**src/rtl/uart_tx_word_feeder.sv**
```systemverilog
// rtl/uart_tx_word_feeder.sv - buffered 32-bit word source feeding the UART transmitter one word at a time
//
// Ports:
//   iclk, irst            clock, synchronous active-high reset
//   wr_valid/wr_data      write port; accepted when wr_valid && wr_ready
//   wr_ready              FIFO not full
//   tx_data_valid/tx_byte one-cycle issue pulse and held word to the transmitter
//   tx_done               transmitter completion pulse
//   tx_active             transmitter busy (status only)
//   fifo_count            stored words, 0..DEPTH
//   busy                  FSM not in IDLE
//   overflow, timeout     sticky error flags

module uart_tx_word_feeder #(
    parameter int DEPTH          = 8,
    parameter int ADDR_W         = 3,
    parameter int GAP_CYCLES     = 0,
    parameter int TIMEOUT_CYCLES = 4096
) (
    input  logic              iclk,
    input  logic              irst,
    input  logic              wr_valid,
    input  logic [31:0]       wr_data,
    output logic              wr_ready,
    output logic              tx_data_valid,
    output logic [31:0]       tx_byte,
    input  logic              tx_done,
    input  logic              tx_active,
    output logic [ADDR_W:0]   fifo_count,
    output logic              busy,
    output logic              overflow,
    output logic              timeout
);

    localparam int GAP_W = (GAP_CYCLES > 1) ? $clog2(GAP_CYCLES) : 1;
    localparam int WD_W  = (TIMEOUT_CYCLES > 1) ? $clog2(TIMEOUT_CYCLES) : 1;
    localparam logic [GAP_W-1:0]  GAP_LOAD   = GAP_W'(GAP_CYCLES - 1);
    localparam logic [WD_W-1:0]   WD_LAST    = WD_W'(TIMEOUT_CYCLES - 1);
    localparam logic [ADDR_W:0]   FULL_COUNT = (ADDR_W + 1)'(DEPTH);

    typedef enum logic [1:0] {
        S_IDLE      = 2'd0,
        S_WAIT_DONE = 2'd1,
        S_GAP       = 2'd2
    } state_t;

    state_t state;
    state_t state_nxt;

    logic [31:0]       mem [DEPTH];
    logic [ADDR_W-1:0] wr_ptr;
    logic [ADDR_W-1:0] rd_ptr;
    logic [ADDR_W:0]   count;
    logic [GAP_W-1:0]  gap_cnt;
    logic [WD_W-1:0]   wd_cnt;

    logic full;
    logic empty;
    logic push;
    logic issue;
    logic done_seen;
    logic wd_expire;

    // Transmitter busy is informational only; the handshake relies on tx_done.
    logic unused_tx_active;
    assign unused_tx_active = tx_active;

    assign full       = (count == FULL_COUNT);
    assign empty      = (count == '0);
    assign push       = wr_valid && !full;
    assign wr_ready   = !full;
    assign fifo_count = count;
    assign busy       = (state != S_IDLE);

    // State register
    always_ff @(posedge iclk) begin
        if (irst) begin
            state <= S_IDLE;
        end else begin
            state <= state_nxt;
        end
    end

    // Next-state logic
    always_comb begin
        state_nxt = state;
        case (state)
            S_IDLE: begin
                if (issue) begin
                    state_nxt = S_WAIT_DONE;
                end
            end
            S_WAIT_DONE: begin
                if (done_seen) begin
                    state_nxt = (GAP_CYCLES == 0) ? S_IDLE : S_GAP;
                end else if (wd_expire) begin
                    state_nxt = S_IDLE;
                end
            end
            S_GAP: begin
                if (gap_cnt == '0) begin
                    state_nxt = S_IDLE;
                end
            end
            default: state_nxt = S_IDLE;
        endcase
    end

    // Per-state control decode; tx_done outside WAIT_DONE never reaches done_seen
    always_comb begin
        issue     = 1'b0;
        done_seen = 1'b0;
        wd_expire = 1'b0;
        case (state)
            S_IDLE: begin
                issue = !empty;
            end
            S_WAIT_DONE: begin
                done_seen = tx_done;
                wd_expire = !tx_done && (TIMEOUT_CYCLES != 0) && (wd_cnt == WD_LAST);
            end
            default: begin
            end
        endcase
    end

    // FIFO storage; not reset, pointers and count define validity
    always_ff @(posedge iclk) begin
        if (push) begin
            mem[wr_ptr] <= wr_data;
        end
    end

    // FIFO bookkeeping, issue register, counters and sticky flags
    always_ff @(posedge iclk) begin
        if (irst) begin
            wr_ptr        <= '0;
            rd_ptr        <= '0;
            count         <= '0;
            tx_data_valid <= 1'b0;
            tx_byte       <= '0;
            gap_cnt       <= '0;
            wd_cnt        <= '0;
            overflow      <= 1'b0;
            timeout       <= 1'b0;
        end else begin
            if (push) begin
                wr_ptr <= wr_ptr + 1'b1;
            end
            if (issue) begin
                rd_ptr <= rd_ptr + 1'b1;
            end
            case ({push, issue})
                2'b10:   count <= count + 1'b1;
                2'b01:   count <= count - 1'b1;
                default: count <= count;
            endcase

            if (wr_valid && full) begin
                overflow <= 1'b1;
            end
            if (wd_expire) begin
                timeout <= 1'b1;
            end

            // Only IDLE can raise issue, so the pulse is always a single cycle
            tx_data_valid <= issue;

            if (issue) begin
                tx_byte <= mem[rd_ptr];
                wd_cnt  <= '0;
            end else if (state == S_WAIT_DONE) begin
                wd_cnt <= wd_cnt + 1'b1;
            end

            if (done_seen) begin
                gap_cnt <= GAP_LOAD;
            end else if (state == S_GAP) begin
                gap_cnt <= gap_cnt - 1'b1;
            end
        end
    end

endmodule

```
**config.mk**
```make
export PLATFORM = sky130hd
export DESIGN_NAME = uart_tx_word_feeder
export DESIGN_NICKNAME = d
export VERILOG_FILES = /design/src/rtl/uart_tx_word_feeder.sv
export SDC_FILE = /design/constraint.sdc
export NUM_CORES = 1
export LEC_CHECK = 0
export ABC_AREA = 1
export BUFFER_PORTS_ARGS = -buffer_cell sky130_fd_sc_hd__buf_2
export CORE_ASPECT_RATIO = 1.2
export CORE_MARGIN = 2
export CORE_UTILIZATION = 55
export DETAILED_ROUTE_END_ITERATION = 6
export PLACE_DENSITY = 0.83
export SLEW_MARGIN = 25
export SYNTH_ARGS = -nofsm -noshare
export SYNTH_HDL_FRONTEND = slang
export SYNTH_SLANG_ARGS = --single-unit
```
**constraint.sdc**
```tcl
create_clock -name iclk -period 3.72 [get_ports iclk]
set_input_delay 0.744 -clock iclk [delete_from_list [all_inputs] [get_ports iclk]]
set_output_delay 0.744 -clock iclk [all_outputs]
set_load 0.01 [all_outputs]
```
======== Word-level counts from Yosys, hierarchy flattened ========
Memory sizes are Yosys's and may differ from the RTL's. A register that Yosys moved wholly into a read port is not among the register bits.
Index checks and enable logic that the tools add are counted.
storage, ports and cells
  bits in registers ....................... 28
  bits in writable memories ............... 256
  input port bits ......................... 37
  output and inout bits ................... 41
  logic and storage cells ................. 51
  memories ................................ 1
memory list
  name  words  bits a word  rd ports  clocked after Yosys merged registers in  wr ports  line  RTL
  mem   8      32           1         1                                        1         50    logic [31:0] mem [DEPTH];
operators by class
  add/subtract/negate cells ............... 6
  eq/ne operators ......................... 9
  multiplexer cells ....................... 13
  reductions and logical operators ........ 13
operator list
  operator                                             number
  adder 12 x 1 -> 12 bit, second input constant        1
  equality test 12 bit, second input constant          1
  two-way mux 2 bit                                    4
  one-hot mux 4 bit (2 select lines)                   1
  two-way mux 1 bit                                    7
  adder 3 x 1 -> 3 bit, second input constant          2
  one-hot mux 2 bit (3 select lines)                   1
  nonzero test 2 bit                                   3
  adder 4 x 1 -> 4 bit, second input constant          1
  equality test 2 x 1 -> 1 bit, second input constant  2
  equality test 2 bit, second input constant           2
  equality test 4 bit, second input constant           1
  zero test 4 bit                                      1
  != test 2 bit, second input constant                 2
  subtractor 4 x 1 -> 4 bit, second input constant     1
  logical AND 1 bit                                    3
  zero test 1 bit                                      3
  != test 3 bit, second input constant                 1
  AND reduction 3 bit                                  1
  zero test 2 bit                                      1
  OR reduction 2 bit                                   1
  subtractor 1 bit, second input constant              1

======== Logic depth before layout (Yosys ltp) ========
  depth after elaboration ................. 6
  mapped depth ............................ 14
  depth with buffers taken out ............ 14

======== Least setup slack after synthesis ========
Ideal clock, no wire load.
  kind .................................... input to register
  from .................................... in wr_valid
  to ...................................... mem mem[0][0], enable pin
  setup time .............................. 0.421 ns
  data arrival time ....................... 2.444 ns
  required time ........................... 3.299 ns
  slack ................................... 0.855 ns
  cell stages on the path ................. 4
  buffers on the path ..................... 0
  cells stage by stage .................... nand2_1 -> inv_1 -> nand2_1 -> nor2_1
between the ends
  longest elaborated chain between the ends .. 3
ends and longest elaborated chain
  what                                     line  RTL
  start, declared                          22    input logic wr_valid,
  logical AND 1 bit                        70    assign push = wr_valid && !full;
  two-way mux 1 bit                        129   if (push) begin
  two-way mux 1 bit (not written as such)  130   mem[wr_ptr] <= wr_data;
  end, declared                            50
No other way between the ends.

==> run_results.csv <==
group,metric,value,unit
run_status,outcome,"complete, no violations",
synthesis,yosysMostFrequentCell,"edfxtp_1",
floorplanning,dieArea,0.0232,sq mm
hold_path,min_to,"timeout",
synthesis,yosysSeqAreaShare,73.2,%
clocking,cts_resized,0,
layout,final_util,63.1,%
pwr,p_int,6.38,mW
placement,dp_hpwl,13800,um
critical_path,cp_cell_sequence,"clkinv_2, buf_12, o21ai_0, o221ai_1, nand3_1, nand2_1",
synthesis,ys_seq_elements,314,
pwr,switchingPower,2.84,mW
pwr,vdd_drop_max,481,uV
critical_path,ff2ff_path_depth,6,
detailed_routing,route.detailed.drc,0,
clocking,ctsRootBufferMaster,"clkbuf_16",
timing,fin_crit,2730,ps
timing,finalCritPeriodShare,73.4,%
timing,skew,8.91,ps
hold_path,whs_path_depth,2,
critical_path,arrival,3160,ps
global_route,track_usage,21.8,%
critical_path,path_class,"flop to flop",
critical_path,cp_top_family,"buffers and inverters",
floorplanning,start_util,55.9,%
pwr,comb_power_share,23.4,%
synthesis,avgSynthCellArea,12.4,sq um
layout,layout-drive-gt1-share,14.9,%
detailed_routing,routed_via_density,5.82,
critical_path,cp.required,4150,ps
synthesis,yosys_warnings,0,
critical_path,r2r-end,"tx_byte[15]",
pwr,p_leak,4.80,nW
timing,fmax,366,MHz
floorplanning,io_pins,78,
hold_path,hp-class,"flop to flop",
critical_path,crit_path_max_fanout,77,
clocking,clock_latency,530,ps
clocking,cts_tree,"yes",
synthesis,synth_fp_nets,1021,
synthesis,synth_common_cells,"256 x edfxtp_1, 189 x nor2_1, 133 x o21ai_0",
clocking,cts.sinks,314,
clocking,numCtsBuffers,28,
synthesis,synth_top_area_share,63.6,%
critical_path,slowest_stage,"clkinv_2",
floorplanning,rows,59,
detailed_routing,drtPass1Iterations,5,
synthesis,synth_area_leaders,"edfxtp_1 64%, dfxtp_1 9.6%, nor2_1 5.9%",
pwr,p_clk_share,30.5,%
placement,port-buffer-count,76,
layout,fill_cells,1521,
pwr,swShare,30.8,%
clocking,path_clk_slew,70,ps
timing,worst_slew_pin_slew,1030,ps
synthesis,yosys.area.top_type,"edfxtp_1",
clocking,ctsHoldBuffers,0,
timing,setup_viol,0,
global_route,first_global_vias,7878,
critical_path,cp_num_buf_inv,2,
hold_path,hp-start,"timeout",
timing,slew_violations,0,
synthesis,syn_area,0.0121,sq mm
timing,finalHoldViolCount,0,
global_route,grt_max_degree,105,
pwr,p_per_area,676,mW/mm^2
critical_path,slowest_delay,850,ps
clocking,cts_max_path_buffers,3,
clocking,h-tree-depth,1,
placement,routabilityCongestion,0.798,
global_route,gr-total-overflow,0,
pwr,pwr-share-seq,46.1,%
detailed_routing,drtAntennaViolNets,0,
global_route,grt_pass1_wl,40300,um
timing,maxSlewHeadroom,31.1,%
critical_path,endpoint_kind,"flop",
detailed_routing,drt-initial-drc-count,774,
layout,nNetsFinal,1089,
synthesis,synth-main-ff-cell,"edfxtp_1",
timing,finalSetupTns,0,ps
floorplanning,fp.coreArea,0.0216,sq mm
critical_path,reg2reg_slack,990,ps
floorplanning,die_h,166,um
critical_path,cp-start-kind,"flop",
critical_path,r2r_start,"rd_ptr[0]",
critical_path,cp.depth,6,
job,drv_cap,0,
floorplanning,die_w,139,um
synthesis,synth.distinct_cells,34,
layout,syn_to_final_growth,12.9,%
detailed_routing,wire_per_inst,18.9,um
synthesis,synth_edf_count,256,
detailed_routing,num_vias,7816,
global_route,antenna_found_initial,2,
timing,rsz0062_at_grt,"false",
synthesis,synthesis.instances,978,
clocking,post_cts_buffers,0,
detailed_routing,drt-total-wl,25400,um
synthesis,async_flop_share,0,%
## routing by layer
metal | part of all wire [%] | track usage (%) | vias up
met3 | 6.0 | 2.62 | 52
met5 | 0 | 0 | -
met4 | 2.4 | 8.56 | 0
met1 | 40 | 27.5 | 3801
met2 | 51 | 38.5 | 305
li1 | - | - | 3658
## placed cells by master, fill, tap and decap left out, drive strengths merged
| cell type | netlist | layout |
|---|---|---|
| edfxtp | 256 | 256 |
| nor2 | 194 | 194 |
| o21ai | 139 | 139 |
| nand2 | 100 | 100 |
| buf | 29 | 94 |
| dfxtp | 58 | 58 |
| nand3 | 43 | 43 |
| clkbuf | 27 | 38 |
| o221ai | 32 | 32 |
| o211ai | 32 | 32 |
| inv | 32 | 31 |
| a21oi | 14 | 14 |
| clkinv | 0 | 12 |
| ha | 6 | 6 |
| nand4 | 5 | 5 |
| nor3 | 3 | 3 |
| nor3b | 2 | 2 |
| bufinv | 0 | 2 |
| diode | 0 | 1 |
| a31o | 1 | 1 |
| xnor2 | 1 | 1 |
| xor2 | 1 | 1 |
| o21bai | 1 | 1 |
| or2 | 1 | 1 |
| and3 | 1 | 1 |
## area by class of cell
class,instances,area [sq um],area share (%)
timing repair buffer,94,528,3.87
sequential,314,8850,64.9
tap,274,343,2.51
inverter,32,124,0.908
clock inverter,13,111,0.816
multi-input combinational,576,2890,21.2
clock buffer,38,790,5.79
antenna,1,2.50,0.0183
## worst max-delay path by stage
stage / start / endpoint / slack (ps)
2_1_floorplan: wr_valid / mem[0][0] / 860
3_3_place_gp: wr_valid / mem[2][17] / 1160
3_5_place_dp: rd_ptr[0] / tx_byte[26] / 1110
4_1_cts: rd_ptr[0] / tx_byte[15] / 1010
5_1_grt: rd_ptr[0] / tx_byte[26] / 850
6_report: rd_ptr[0] / tx_byte[15] / 990
## power groups by stage
stage | clock, mW | sequential [mW] | combinational (mW)
3_5_place_dp | 0 | 4.32 | 2.14
2_1_floorplan | 0 | 4.35 | 1.48
3_3_place_gp | 0 | 4.31 | 2.04
4_1_cts | 2.83 | 4.25 | 2.17
6_report | 2.81 | 4.25 | 2.16
5_1_grt | 2.98 | 4.29 | 2.43
## per-stage QoR
step / power (mW) / cells / cell area, sq um / setup WS [ps] / hold WS (ps)
after detailed placement: 6.47 / 1290 / 12700 / 1110 / 434
after global placement: 6.36 / 1290 / 12700 / 1160 / 433
after floorplan: 5.82 / 978 / 12100 / 855 / 440
final: 9.22 / 1342 / 13600 / 990 / 446
after CTS: 9.25 / 1341 / 13600 / 1010 / 450
after global routing: 9.69 / 1342 / 13600 / 852 / 463
## flip-flops by register name, indices dropped and copies added (netlist names)
signal / flops
timeout: 1
mem: 256
overflow: 1
tx_byte: 32
tx_data_valid: 1
state: 1
wr_ptr: 3
wd_cnt: 12
rd_ptr: 3
fifo_count: 4
## cells by family after synthesis
kind of cell	count (synthesis)	synth area share, %
AND/OR/NAND/NOR	349	11.9
flip-flops	314	73.2
AO/OA/AOI/OAI	219	10.8
buffers and inverters	88	3.34
adder cells (fa/ha/maj)	6	0.621
XOR/XNOR	2	0.145
## worst register-to-register path: stages, from the launching register on
cell      delay [ps]
dfxtp_4          520
clkinv_2         850
buf_12           540
o21ai_0          350
o221ai_1         190
nand3_1          110
nand2_1           60
No activity file was read; power rests on OpenSTA's default activity.
